===== config.mk =====
export PLATFORM = sky130hd
export DESIGN_NAME = sram_initiator
export DESIGN_NICKNAME = d
export VERILOG_FILES = /design/src/rtl/sram_init_pkg.sv /design/src/rtl/sram_load_fmt.sv /design/src/rtl/sram_initiator.sv
export SDC_FILE = /design/constraint.sdc
export NUM_CORES = 1
export LEC_CHECK = 0
export BUFFER_PORTS_ARGS = -buffer_cell sky130_fd_sc_hd__buf_2
export CAP_MARGIN = 20
export CELL_PAD_IN_SITES_DETAIL_PLACEMENT = 1
export CELL_PAD_IN_SITES_GLOBAL_PLACEMENT = 2
export CORE_MARGIN = 2
export CORE_UTILIZATION = 30
export DETAILED_ROUTE_END_ITERATION = 8
export GPL_TIMING_DRIVEN = 0
export HOLD_SLACK_MARGIN = 0.1
export MAX_ROUTING_LAYER = met4
export PLACE_DENSITY = 0.8
export RECOVER_POWER = 100
export SYNTH_ARGS = -nofsm -noshare
export SYNTH_HDL_FRONTEND = slang
export SYNTH_SLANG_ARGS = --single-unit

===== constraint.sdc =====
create_clock -name clock -period 2.2 [get_ports clock]
set_clock_uncertainty 0.05 [all_clocks]
set_input_delay 0.22 -clock clock [delete_from_list [all_inputs] [get_ports clock]]
set_output_delay 0.22 -clock clock [all_outputs]
set_load 0.05 [all_outputs]

===== src/rtl/sram_init_pkg.sv =====
// Shared encodings for the SRAM request-side initiator: access sizes, write strobes, FSM states.
package sram_init_pkg;

  localparam int DATA_W = 32;

  localparam logic [1:0] SZ_B = 2'b00;
  localparam logic [1:0] SZ_H = 2'b01;
  localparam logic [1:0] SZ_W = 2'b10;
  localparam logic [1:0] SZ_X = 2'b11;

  localparam logic [3:0] STRB_B = 4'b0001;
  localparam logic [3:0] STRB_H = 4'b0011;
  localparam logic [3:0] STRB_W = 4'b1111;

  typedef enum logic [1:0] {IDLE, ISSUE, RDATA, RESP} state_t;

  function automatic logic [3:0] strb_of(input logic [1:0] size);
    case (size)
      SZ_B:    strb_of = STRB_B;
      SZ_H:    strb_of = STRB_H;
      default: strb_of = STRB_W;
    endcase
  endfunction

  // Illegal size maps to 1 byte; it is rejected separately.
  function automatic logic [31:0] len_of(input logic [1:0] size);
    case (size)
      SZ_H:    len_of = 32'd2;
      SZ_W:    len_of = 32'd4;
      default: len_of = 32'd1;
    endcase
  endfunction

endpackage


===== src/rtl/sram_load_fmt.sv =====
// Load data formatter: takes the right-aligned SRAM word and returns the byte/half/word
// result sign- or zero-extended to DATA_W bits. Purely combinational.
module sram_load_fmt
  import sram_init_pkg::*;
(
  input  logic [1:0]        size,
  input  logic              is_unsigned,
  input  logic [DATA_W-1:0] raw,
  output logic [DATA_W-1:0] result
);

  function automatic logic [DATA_W-1:0] extend(input logic [1:0] sz, input logic uns,
                                               input logic [DATA_W-1:0] d);
    logic signed [7:0]  b;
    logic signed [15:0] h;
    b = d[7:0];
    h = d[15:0];
    case (sz)
      SZ_B:    extend = uns ? DATA_W'(d[7:0])  : DATA_W'(b);
      SZ_H:    extend = uns ? DATA_W'(d[15:0]) : DATA_W'(h);
      default: extend = d;
    endcase
  endfunction

  assign result = extend(size, is_unsigned, raw);

endmodule


===== src/rtl/sram_initiator.sv =====
// Single-outstanding LSU-to-SRAM initiator: one request in, one SRAM command out, one response back.
// Optional alignment checking is enabled by defining SRAM_INIT_ALIGN_CHECK_EN.
module sram_initiator
  import sram_init_pkg::*;
#(
  parameter logic [31:0] MEM_BASE = 32'h8000_0000,
  parameter logic [31:0] MEM_SIZE = 32'h0800_0000
) (
  input  logic        clock,
  input  logic        reset_n,
  input  logic        req_valid,
  output logic        req_ready,
  input  logic        req_write,
  input  logic [1:0]  req_size,
  input  logic        req_unsigned,
  input  logic [31:0] req_addr,
  input  logic [31:0] req_wdata,
  output logic        resp_valid,
  input  logic        resp_ready,
  output logic [31:0] resp_rdata,
  output logic        resp_err,
  output logic        read,
  output logic [31:0] r_addr,
  input  logic [31:0] r_data,
  output logic        write,
  output logic [31:0] w_addr,
  output logic [31:0] w_data,
  output logic [3:0]  w_strb
);

  state_t      state, state_nx;
  logic        wr_q, uns_q;
  logic [1:0]  size_q;
  logic        req_err;
  logic [31:0] off, last;
  logic [31:0] fmt_result;

  // Offset arithmetic wraps; a wrapped tail lands below the offset and is rejected.
  always_comb begin
    off     = req_addr - MEM_BASE;
    last    = off + len_of(req_size) - 32'd1;
    req_err = (req_size == SZ_X) || (off >= MEM_SIZE) || (last >= MEM_SIZE) || (last < off);
`ifdef SRAM_INIT_ALIGN_CHECK_EN
    if ((req_size == SZ_H && req_addr[0]) || (req_size == SZ_W && req_addr[1:0] != 2'b00))
      req_err = 1'b1;
`endif
  end

  always_comb begin
    state_nx   = state;
    req_ready  = 1'b0;
    resp_valid = 1'b0;
    read       = 1'b0;
    write      = 1'b0;
    case (state)
      IDLE: begin
        req_ready = 1'b1;
        if (req_valid) state_nx = req_err ? RESP : ISSUE;
      end
      ISSUE: begin
        read     = !wr_q;
        write    = wr_q;
        state_nx = wr_q ? RESP : RDATA;
      end
      RDATA: state_nx = RESP;
      RESP: begin
        resp_valid = 1'b1;
        if (resp_ready) state_nx = IDLE;
      end
      default: state_nx = IDLE;
    endcase
  end

  sram_load_fmt u_fmt (
    .size        (size_q),
    .is_unsigned (uns_q),
    .raw         (r_data),
    .result      (fmt_result)
  );

  always_ff @(posedge clock or negedge reset_n) begin
    if (!reset_n) begin
      state      <= IDLE;
      wr_q       <= 1'b0;
      uns_q      <= 1'b0;
      size_q     <= SZ_B;
      resp_rdata <= '0;
      resp_err   <= 1'b0;
      r_addr     <= '0;
      w_addr     <= '0;
      w_data     <= '0;
      w_strb     <= '0;
    end else begin
      state <= state_nx;
      if (state == IDLE && req_valid) begin
        wr_q       <= req_write;
        uns_q      <= req_unsigned;
        size_q     <= req_size;
        resp_err   <= req_err;
        resp_rdata <= '0;
        if (!req_err) begin
          if (req_write) begin
            w_addr <= req_addr;
            w_data <= req_wdata;
            w_strb <= strb_of(req_size);
          end else begin
            r_addr <= req_addr;
          end
        end
      end
      if (state == RDATA) resp_rdata <= fmt_result;
    end
  end

endmodule


==> impl_summary.md, run 1 <==
GRT
Entering global routing, the biggest net connects 88 pins. Global routing consumed, over all layers together, 20.3% of the routing resources. The first-pass GRT wire length is 46900 microns. The via count of the first global-routing pass is 8386.

The residual overflow from global routing is 0. The initial antenna violation count is 1.

Clock network
The clock passes through at most 2 buffers. The number of clock buffers added by TritonCTS is 17. The cell sitting at the root of the clock tree is a sky130_fd_sc_hd__clkbuf_16. The H-tree generated during clock tree synthesis spans 4 levels. The insertion delay to the later sink of the worst-skew pair is about 0.43 ns.

The number of sinks driven by the clock tree is 138. Clock-pin slew was measured on the worst setup and hold paths at 0.07 ns. The TritonCTS clock tree is yes.

Hold path
The tightest min-delay check is of the in -> reg type. The instance count along the most critical hold path is 4. The hold path startpoint is req_size[1].

Routing
The average vias per placed instance is 4.80. After detailed routing, the total wire length is 30000 microns. After detailed routing, the number of remaining DRC violations is 0. Detailed routing inserted a total of 7748 vias. After detailed routing, the average wire length per cell comes to 18.6 microns.

For this run, the detailed router's first-pass iteration total came to 4. The number of DRC markers after the initial detailed-route iteration is 371. The final antenna-violating net count is 0.

Logic synthesis
The number of nets in the synthesized netlist is roughly 1000. During synthesis, Yosys emitted a total of 0 warnings. In this run, synthesis produced a sequential element count of roughly 140. The cell area after technology mapping is 8580 sq um. Of all flip-flops after synthesis, the portion carrying an async set or reset was 100%.

The number of library cell types mapped by synthesis is 71. In this run, synthesis inferred 0 flip-flops with an integrated enable. The sequential share of the synthesized area is between 40 and 50%. For this run, the leading register cell type out of synthesis is sky130_fd_sc_hd__dfrtp_1. The post-synthesis cell count is 824. Averaged over all synthesized cells, the footprint is 10.4 sq um.

Floorplan
The initial utilization of the core area, before any placement, comes to between 30 and 40%. In this run the vertical extent of the chip is 173 microns. Pin placement for this block handled 241 I/O pins.

The core region is 28000 sq um. The full die area is ~30000 sq um. Measured along the x axis, the die boundary spans 173 microns. The number of placement rows is roughly 60.

Setup path
The cell count of the worst reg-to-reg path is 9. The largest incremental delay on the critical path is 0.40 ns. The critical path data required time is 2.47 ns. The biggest fanout along the worst timing path is 5. Data arrives at the worst endpoint at 5.35 ns. The startpoint of the most critical register-to-register path is state[0]$_DFFE_PN0P_.

On the critical path, the stage with the largest delay is an instance of sky130_fd_sc_hd__a2111oi_4. The critical path class is in -> reg. The capturing element type of the critical path is a flip-flop.

The most frequent cell on the critical path is sky130_fd_sc_hd__ha_4. The sort of element at the start of the critical path is a primary input. The critical path startpoint is req_size[0].

Timing
Setup repair after global routing could not meet its margin everywhere. The minimum hold slack is 0.129 ns. The number of failing hold endpoints at the final stage is 0.

Measured against its own limit, the worst slew margin works out to 8.33%. The part of the cycle the worst path needs is 231%. After layout, the minimum clock period comes to between 5 and 6 ns.

The max-slew violation total from the final report is 0. For this run, the top clock speed supported by timing is 0.197 GHz. The transition time at the pin with the least slew margin is 1.38 ns. The worst setup slack after layout is -2.88 ns. Setup violations remaining at the end of the flow were counted as 101.

Final layout
The number of filler instances in the final layout is 3196. The area of the multi-input gates is 5340 sq um. The area growth from synthesis to layout is 49.5%. In the final design database the tool counted approximately 1400 nets.

The fraction of layout instances using a drive strength above 1 is 27.3%. The library cell used most frequently in the layout, excluding fill and tap cells, is sky130_fd_sc_hd__clkbuf_1. Leaving out fill and tap cells, the most frequent cells in the layout are sky130_fd_sc_hd__clkbuf_1, sky130_fd_sc_hd__dfrtp_1, sky130_fd_sc_hd__buf_2, sky130_fd_sc_hd__dlygate4sd3_1, sky130_fd_sc_hd__mux2_4. Summing all flip-flop and latch instances after layout gives 3450 sq um.

Status
The checks that failed: setup timing. The flow ran to the end, but the final reports show violations.

Place
The last weighted congestion value of the routability-driven placer is 0.805. The HPWL after detailed placement is 21100 microns. The number of port buffers is 240. Prior to clock tree synthesis, the placed netlist has a worst setup slack of -4.18 ns.

Power and ir drop
Across the VDD grid, the largest voltage drop is 0.000353 V. The leakage power is 6.01 nW. Dividing total power by cell area gives a power density of 780 nW/um^2.

Flow run
Max-cap violations in this run came to 0.
-- worst paths after layout --
path                                             end  slack [ns]
min in group asynchronous  resp_rdata[3]$_DFFE_PN0P_        0.58
min                            size_q[1]$_DFFE_PN0P_        0.13
max in group asynchronous     w_data[15]$_DFFE_PN0P_        0.38
max                           r_addr[19]$_DFFE_PN0P_       -2.88
min reg2reg                    w_strb[0]$_DFFE_PN0P_        0.42
max reg2reg                   r_addr[19]$_DFFE_PN0P_       -0.40
-- report_power, final --
part,internal (W),leakage (nW),switching (W)
sequential,0.00288,1.87,0.000220
clock,0.00151,0.275,0.00137
combinational,0.00125,3.87,0.00278
total,0.00565,6.01,0.00437
-- cells by family (layout without fill, tap and decap cells) --
family	after synthesis	after routing	share of synthesized area (%)
buf+inv	88	499	4.62
compound gates	175	175	13.2
simple gates	205	205	12.7
xor+xnor	25	25	2.55
other cells	0	1	0
mux	102	102	13.3
fa+ha+maj	91	91	13.4
flops	138	138	40.2
-- worst max-delay path, delay by kind of cell --
family / cells / cell delay, ns
buf+inv: 8 / 0.94
simple gates: 5 / 1.12
mux: 1 / 0.29
compound gates: 7 / 1.58
fa+ha+maj: 5 / 1.17
-- through the flow --
step	area (sq um)	utilization (%)	TNS, ns	power (W)	std cells
2_1_floorplan	8880	-	-256.17	0.00584	824
3_3_place_gp	10600	37.7	-559.69	0.00686	1442
3_5_place_dp	10600	37.8	-390.82	0.00693	1443
4_1_cts	12700	45.4	-284.16	0.0101	1600
5_1_grt	12800	45.8	-311.43	0.0106	1614
6_report	12800	45.8	-284.26	0.0100	1614
-- layer usage --
metal | track usage (%) | wire length (microns)
met2 | 34.5 | 15000
met1 | 24.9 | 13700
met3 | 3.61 | 1020
met5 | - | 0
met4 | 4.91 | 338
-- sequential cells by signal, indices dropped and copies added, names as in the netlist, 2 cells and up --
register and count:
r_addr 32, resp_rdata 32, size_q 2, state 2, w_addr 32, w_data 32, w_strb 3
-- cell type report --
cell class	count	area share, %
Tap cell	378	3.68
Buffer	24	1.97
Clock inverter	15	1.19
Inverter	64	1.94
Clock buffer	17	3.31
Antenna cell	1	0.0195
Sequential cell	138	26.9
Timing Repair Buffer	379	19.4
Multi-Input combinational cell	598	41.6
-- synth_stat cells (7+ instances only) --
library cell / n / area share (%)
sky130_fd_sc_hd__dfrtp_1: 138 / 40
sky130_fd_sc_hd__ha_1: 90 / 13
sky130_fd_sc_hd__mux2_2: 71 / 9.3
sky130_fd_sc_hd__nand2_1: 64 / 2.8
sky130_fd_sc_hd__o21ai_0: 64 / 3.7
sky130_fd_sc_hd__inv_1: 63 / 2.8
sky130_fd_sc_hd__nor2_1: 42 / 1.8
sky130_fd_sc_hd__a21oi_1: 30 / 1.7
sky130_fd_sc_hd__mux2_1: 28 / 3.7
sky130_fd_sc_hd__nor2b_1: 28 / 2.0
sky130_fd_sc_hd__xnor2_1: 18 / 1.8
sky130_fd_sc_hd__nand2b_1: 16 / 1.2
sky130_fd_sc_hd__a211oi_1: 12 / 1.0
sky130_fd_sc_hd__clkbuf_1: 12 / 0.52
sky130_fd_sc_hd__nor3_1: 10 / 0.58
sky130_fd_sc_hd__a21o_1: 8 / 0.70
sky130_fd_sc_hd__a22o_1: 8 / 0.82
sky130_fd_sc_hd__nand4_1: 8 / 0.58
sky130_fd_sc_hd__o211ai_1: 7 / 0.61
sky130_fd_sc_hd__o31ai_1: 7 / 0.61
sky130_fd_sc_hd__xor2_1: 7 / 0.71
-- repair_timing --
action                                 in CTS  in global routing
resized for setup                          81                 33
hold buffers                               97                  1
endpoints found under the hold margin     180                  2
setup endpoints to repair                 101                127
buffers inserted                           27                  7
pin swaps                                  21                 12
cloned                                      1                  5
Note: power is estimated with default switching activity, not from simulation.
==> run 2: changes to the inputs <==
CORE_ASPECT_RATIO = 1.25   (was default)
RECOVER_POWER = default   (was 100)
==> impl_summary.md, run 2 (synthesis gave the netlist of run 1 again) <==
Place
The placement-stage cell area is 10600 sq um (about the same). The HPWL after detailed placement is 20800 microns (was 21100 microns). The last weighted congestion value of the routability-driven placer is 0.828 (was 0.805). The number of port buffers came to 240 (unchanged).

Setup path
The cell count of the worst reg-to-reg path was 9 (unchanged). The biggest fanout along the worst timing path came to 5 (unchanged). The capturing element type of the critical path is a flip-flop (unchanged).

The largest incremental delay on the critical path is 0.39 ns (was 0.40 ns). The sort of element at the start of the critical path was a primary input (unchanged). The critical path class is in -> reg (unchanged). The critical path data required time was 2.47 ns (about the same). The arrival time of data at the critical path endpoint came to 5.41 ns (was 5.35 ns). The slowest cell on the critical path is sky130_fd_sc_hd__fa_2 (was sky130_fd_sc_hd__a2111oi_4).

The most frequent cell on the critical path is sky130_fd_sc_hd__ha_4 (unchanged).

Clock network
The number of levels the H-tree was split into is 4 (unchanged). The number of buffers inserted during clock tree synthesis is 17 (unchanged). The cell chosen for the clock root is sky130_fd_sc_hd__clkbuf_16 (unchanged). The post-CTS clock slew at the launch and capture registers of the worst setup and hold paths is 0.07 ns (about the same).

The TritonCTS clock tree is yes (unchanged). The number of sinks driven by the clock tree is 138 (unchanged). The insertion delay to the later sink of the worst-skew pair is 0.43 ns (about the same). The worst-case clock buffer depth is 2 (unchanged).

Routing
The final antenna-violating net count is 0 (unchanged). The number of iterations in the first detailed-routing pass is 4 (unchanged). The number of remaining DRC errors is 0 (unchanged).

The average vias per placed instance is 4.91 (was 4.80). The number of DRC markers after the initial detailed-route iteration was 212 (was 371). The detailed-route via count is 7799 (was 7748). The overall routed net length was 30500 microns (was 30000 microns). The wire length per cell is 19.2 microns (was 18.6 microns).

GRT
The most crowded layer after global routing is met2 (unchanged). The global routing usage on met2 is 35.9% (was 34.5%). The via count of the first global-routing pass is 8341 (was 8386). The global routing met3 resource utilization is 3.76% (was 3.61%). The pin count of the biggest net entering global routing was 94 (was 88). The initial antenna violation count is 1 (unchanged).

The first-pass GRT wire length is 45500 microns (was 46900 microns). The met1 demand-to-capacity share in global routing is 22.5% (was 24.9%). The total global routing track utilization is 20.1% (was 20.3%). The residual overflow from global routing came to 0 (unchanged).

Power and ir drop
The power per standard cell area is 782 nW/um^2 (was 780 nW/um^2). The net switching power of the design came to 0.00425 W (was 0.00437 W). The combinational power share came to 40.4% (was 40.2%). The proportion of power drawn by flip-flops and latches is 30.2% (was 31.0%).

The worst supply voltage drop on vdd was 0.000458 V (was 0.000353 V). The leakage power is 6.62 nW (was 6.01 nW). The fraction of power spent switching nets came to 41.6% (was 43.6%). The power share of the clock group is 29.4% (was 28.8%).

The internal power component is 0.00597 W (was 0.00565 W).

Status
Run status: finished with violations (unchanged). Failing checks: setup timing (unchanged).

Timing
The minimum hold slack is 0.118 ns (was 0.129 ns). The number of failing hold endpoints at the final stage is 0 (unchanged). The final setup violation count is 101 (unchanged). The max-slew violation total from the final report was 0 (unchanged). The aggregate negative setup slack is -292.44 ns (was -284.26 ns).

The worst-case headroom to the max-slew limit is 61.3% (was 8.33%). The worst setup slack after layout is -2.94 ns (was -2.88 ns). Setup repair after global routing missed its margin: true (unchanged). The part of the cycle the worst path needs is 234% (was 231%). The shortest clock period the worst path allows after layout came to 5.14 ns (was 5.08 ns).

The maximum clock frequency is 0.195 GHz (was 0.197 GHz). The transition time at the pin with the least slew margin is 0.580 ns (was 1.38 ns).

Final layout
The number of filler instances in the final layout is 3169 (was 3196). The fraction of layout instances using a drive strength above 1 is 38.4% (was 27.3%). The number of nets at the end of the flow was 1415 (was 1417).

The area overhead of the layout relative to synthesis is 52.2% (was 49.5%). Highest-count cells in the layout ignoring fill and taps: sky130_fd_sc_hd__buf_2, sky130_fd_sc_hd__dfrtp_1, sky130_fd_sc_hd__mux2_4, sky130_fd_sc_hd__dlygate4sd3_1, sky130_fd_sc_hd__ha_1 (was sky130_fd_sc_hd__clkbuf_1, sky130_fd_sc_hd__dfrtp_1, sky130_fd_sc_hd__buf_2, sky130_fd_sc_hd__dlygate4sd3_1, sky130_fd_sc_hd__mux2_4). The finished layout cell area came to 13100 sq um (was 12800 sq um). The leading cell type in the layout, fill and taps excluded was sky130_fd_sc_hd__buf_2 (was sky130_fd_sc_hd__clkbuf_1).

Floorplan
The number of placement rows is 69 (was 61). The number of top-level design ports came to 241 (unchanged). The total core area is 28300 sq um (was 28000 sq um).

The floorplan die height is 193 microns (was 173 microns). The full die area was 30000 sq um (about the same). The initial core utilization is 30.3% (was 30.6%). The floorplan die width is 155 microns (was 173 microns).

Flow run
The max-cap check violation count was 0 (unchanged).

Hold path
The instance count along the most critical hold path is 4 (unchanged). The worst min-delay path class is in -> reg (unchanged).
-- run 2: changes by cell type in the layout (fill, tap and decap cells not counted), moves of 4 or more --
cell	change
sky130_fd_sc_hd__buf_4	-4
sky130_fd_sc_hd__mux2_2	-6
sky130_fd_sc_hd__clkbuf_1	-135
sky130_fd_sc_hd__mux2_4	+7
sky130_fd_sc_hd__buf_8	+4
sky130_fd_sc_hd__buf_2	+137
-- run 2: what timing repair did --
item	CTS	global route
hold buffers	97	0
endpoints found under the setup margin	101	129
hold endpoints to repair	173	0
cloned	2	3
setup buffers	25	10
pin swaps	23	20
resized for setup	72	59
-- run 2: through the flow --
stage | util (%) | worst slack (ns) | cells | total power, W
finish | 46.1 | -2.94 | 1589 | 0.0102
global placement | 37.2 | -3.82 | 1419 | 0.00684
floorplan | - | -2.59 | 824 | 0.00584
global route | 46.1 | -3.18 | 1589 | 0.0109
CTS | 44.8 | -2.99 | 1575 | 0.0102
detailed placement | 37.3 | -3.90 | 1420 | 0.00691
-- run 2: layout make-up --
type / instances / area (sq um) / share of cell area, %
diodes: 1 / 2.50 / 0.0191
plain buffers: 24 / 248 / 1.90
clock buffers: 18 / 439 / 3.36
clock inverters: 14 / 164 / 1.25
inverters: 64 / 249 / 1.91
multi-input cells: 598 / 5360 / 41.0
flip-flops and latches: 138 / 3450 / 26.4
well taps: 355 / 444 / 3.40
repair buffers: 377 / 2710 / 20.7
-- run 2: worst max-delay path: cells and delay by family --
kind,cells,cell delay (ns)
AO/OA/AOI/OAI,10,1.99
adder cells (fa/ha/maj),5,1.17
buffers and inverters,7,0.76
multiplexers,1,0.31
AND/OR/NAND/NOR,5,0.96
-- run 2: path summary, 6_finish.rpt --
kind / startpoint / to / slack (ns)
worst min-delay path: r_data[15] / resp_rdata[15]$_DFFE_PN0P_ / 0.12
max in group asynchronous: reset_n / w_addr[1]$_DFFE_PN0P_ / 1.02
min in group asynchronous: reset_n / w_data[14]$_DFFE_PN0P_ / 0.23
worst max-delay path: req_size[0] / w_addr[18]$_DFFE_PN0P_ / -2.94
worst min register to register: w_strb[0]$_DFFE_PN0P_ / w_strb[0]$_DFFE_PN0P_ / 0.43
worst max register to register: state[0]$_DFFE_PN0P_ / w_addr[18]$_DFFE_PN0P_ / -0.41
-- run 2: power groups by stage --
stage	logic, W	clock network (W)	registers, W
after CTS	0.00404	0.00309	0.00308
after global placement	0.00372	0	0.00312
after detailed placement	0.00378	0	0.00313
after global routing	0.00453	0.00320	0.00313
after floorplan	0.00177	0	0.00406
final	0.00413	0.00300	0.00309
-- run 2: per-layer routing --
metal	up-vias	share of wire, %	wire length (microns)
met5	-	0	0
met4	0	3.4	1020
met3	49	4.8	1450
met2	215	50	15400
met1	3826	41	12600
li1	3709	-	-
==> run 3: changes to the inputs <==
RECOVER_POWER = 100   (was default)
==> impl_summary.md, run 3 (synthesis gave the netlist of run 1 again) <==
Status
Run status: finished with violations (unchanged). Failing checks: setup timing (unchanged).

Power and ir drop
The leakage power is 6.05 nW (was 6.62 nW). The combinational power share is 39.9% (was 40.4%). The worst supply voltage drop on vdd is 0.000460 V (was 0.000458 V). The fraction of power spent switching nets came to 42.0% (was 41.6%). The proportion of power drawn by flip-flops and latches is 30.6% (was 30.2%).

The internal power component is 0.00588 W (was 0.00597 W). The power share of the clock group came to 29.6% (was 29.4%). The power after layout is 0.0101 W (was 0.0102 W). The net switching power of the design came to 0.00425 W (about the same). The power per standard cell area is 787 nW/um^2 (was 782 nW/um^2).

Floorplan
The number of top-level design ports is 241 (unchanged). The total core area is 28300 sq um (unchanged). The initial core utilization is 30.3% (unchanged). The floorplan die width came to 155 microns (unchanged).

The floorplan die height is 193 microns (unchanged). The number of placement rows came to 69 (unchanged). The full die area came to 30000 sq um (unchanged).

Timing
The shortest clock period the worst path allows after layout is 5.14 ns (about the same). The maximum clock frequency is 0.195 GHz (about the same). The minimum hold slack is 0.115 ns (was 0.118 ns). The aggregate negative setup slack is -291.90 ns (was -292.44 ns).

Setup repair after global routing missed its margin: true (unchanged). The transition time at the pin with the least slew margin came to 1.20 ns (was 0.580 ns). The final setup violation count is 101 (unchanged). The number of failing hold endpoints at the final stage was 0 (unchanged). The part of the cycle the worst path needs is 233% (was 234%). The worst setup slack after layout came to -2.94 ns (about the same).

The worst-case headroom to the max-slew limit is 19.7% (was 61.3%). The max-slew violation total from the final report is 0 (unchanged).

Clock network
The cell chosen for the clock root is sky130_fd_sc_hd__clkbuf_16 (unchanged). The number of levels the H-tree was split into was 4 (unchanged). The number of buffers inserted during clock tree synthesis was 17 (unchanged). The post-CTS clock slew at the launch and capture registers of the worst setup and hold paths is 0.07 ns (about the same). The worst-case clock buffer depth is 2 (unchanged).

The insertion delay to the later sink of the worst-skew pair is 0.43 ns (about the same). The number of sinks driven by the clock tree is 138 (unchanged). The TritonCTS clock tree is yes (unchanged).

Final layout
The area overhead of the layout relative to synthesis was 50.0% (was 52.2%). The area of the multi-input gates was 5360 sq um (about the same). Highest-count cells in the layout ignoring fill and taps: sky130_fd_sc_hd__clkbuf_1, sky130_fd_sc_hd__dfrtp_1, sky130_fd_sc_hd__buf_2, sky130_fd_sc_hd__mux2_4, sky130_fd_sc_hd__dlygate4sd3_1 (was sky130_fd_sc_hd__buf_2, sky130_fd_sc_hd__dfrtp_1, sky130_fd_sc_hd__mux2_4, sky130_fd_sc_hd__dlygate4sd3_1, sky130_fd_sc_hd__ha_1).

The number of nets at the end of the flow is 1415 (unchanged). The finished layout cell area is 12900 sq um (was 13100 sq um). The sequential cell area was 3450 sq um (unchanged). The number of filler instances in the final layout is 3226 (was 3169). The fraction of layout instances using a drive strength above 1 is 27.3% (was 38.4%). The leading cell type in the layout, fill and taps excluded is sky130_fd_sc_hd__clkbuf_1 (was sky130_fd_sc_hd__buf_2).

Setup path
The arrival time of data at the critical path endpoint is 5.40 ns (was 5.41 ns). The critical path data required time is 2.47 ns (about the same). The slowest cell on the critical path was sky130_fd_sc_hd__fa_2 (unchanged).

The largest incremental delay on the critical path is 0.39 ns (about the same). The family with the most delay on the worst path is compound AO/OA/AOI/OAI gates (unchanged). The sort of element at the start of the critical path was a primary input (unchanged). The combined buffer and inverter count along the critical path came to 7 (unchanged).

The critical path class is in -> reg (unchanged). The biggest fanout along the worst timing path is 5 (unchanged). The most frequent cell on the critical path is sky130_fd_sc_hd__ha_4 (unchanged). The capturing element type of the critical path was a flip-flop (unchanged).

Place
The last weighted congestion value of the routability-driven placer is 0.828 (unchanged). The placement-stage cell area was 10600 sq um (unchanged). The number of port buffers was 240 (unchanged).

The post-placement setup slack was -3.90 ns (unchanged). The HPWL after detailed placement is 20800 microns (unchanged).

Routing
The average vias per placed instance is 4.91 (about the same). The number of DRC markers after the initial detailed-route iteration is 211 (was 212). The wire length per cell is 19.2 microns (about the same). The overall routed net length is 30500 microns (about the same). The number of iterations in the first detailed-routing pass came to 4 (unchanged).

The final antenna-violating net count is 0 (unchanged). The detailed-route via count is 7800 (was 7799). The number of remaining DRC errors is 0 (unchanged).

GRT
The first-pass GRT wire length is 45500 microns (unchanged). The via count of the first global-routing pass was 8341 (unchanged). The pin count of the biggest net entering global routing came to 94 (unchanged). The total global routing track utilization is 20.1% (unchanged). The residual overflow from global routing was 0 (unchanged).

The initial antenna violation count was 1 (unchanged).

Flow run
The max-cap check violation count came to 0 (unchanged).

Hold path
The worst min-delay path class is in -> reg (unchanged).
## run 3: cell count changes in the layout (fill, tap and decap cells not counted), sizes merged
| cell | change |
|---|---|
| buf | -139 |
| clkbuf | +139 |
## run 3: timing repair
item,CTS,global route
setup buffers,25,10
cloned,2,3
pin swaps,23,20
endpoints found under the hold margin,173,0
setup endpoints to repair,101,129
gates resized for setup,72,59
hold buffers,97,0
## run 3: area by class of cell
type                    count  area share [%]
plain buffers              24            1.92
clock buffers              18            3.41
repair buffers            377            19.6
flip-flops and latches    138            26.8
diodes                      1          0.0194
inverters                  64            1.93
clock inverters            14            1.27
multi-input cells         598            41.6
well taps                 355            3.45
## run 3: power by group through the flow
stage,Sequential (W),Clock (W),Combinational (W)
after floorplan,0.00406,0,0.00177
after global placement,0.00312,0,0.00372
after detailed placement,0.00313,0,0.00378
after CTS,0.00308,0.00309,0.00404
after global routing,0.00314,0.00320,0.00444
final,0.00310,0.00300,0.00404
## run 3: final timing paths
path                       cells after the start                          to  slack [ns]             startpoint
setup / recovery                              28      w_addr[18]$_DFFE_PN0P_       -2.94            req_size[0]
hold / removal                                 4  resp_rdata[15]$_DFFE_PN0P_        0.12             r_data[15]
setup reg to reg                               9      r_addr[21]$_DFFE_PN0P_       -0.40   state[0]$_DFFE_PN0P_
hold reg to reg                                1       w_strb[0]$_DFFE_PN0P_        0.44  w_strb[0]$_DFFE_PN0P_
max in group asynchronous                      3       w_addr[1]$_DFFE_PN0P_        0.11                reset_n
min in group asynchronous                      2      w_data[20]$_DFFE_PN0P_        0.50                reset_n
## run 3: layer usage
layer	up-vias	share of wire, %	track usage (%)
met3	51	4.8	3.76
li1	3714	-	-
met2	215	50	35.9
met5	-	0	-
met4	0	3.4	7.23
met1	3820	42	22.5
## run 3: metrics by stage
stage | instances | util (%)
global placement | 1419 | 37.2
finish | 1589 | 45.5
global route | 1589 | 45.5
floorplan | 824 | -
detailed placement | 1420 | 37.3
CTS | 1575 | 44.8
## run 3: tightest hold or removal path, stage by stage
cell,delay (ns)
sky130_fd_sc_hd__buf_2,0.09
sky130_fd_sc_hd__o21ai_0,0.08
sky130_fd_sc_hd__nand2_1,0.07
sky130_fd_sc_hd__a22o_1,0.11
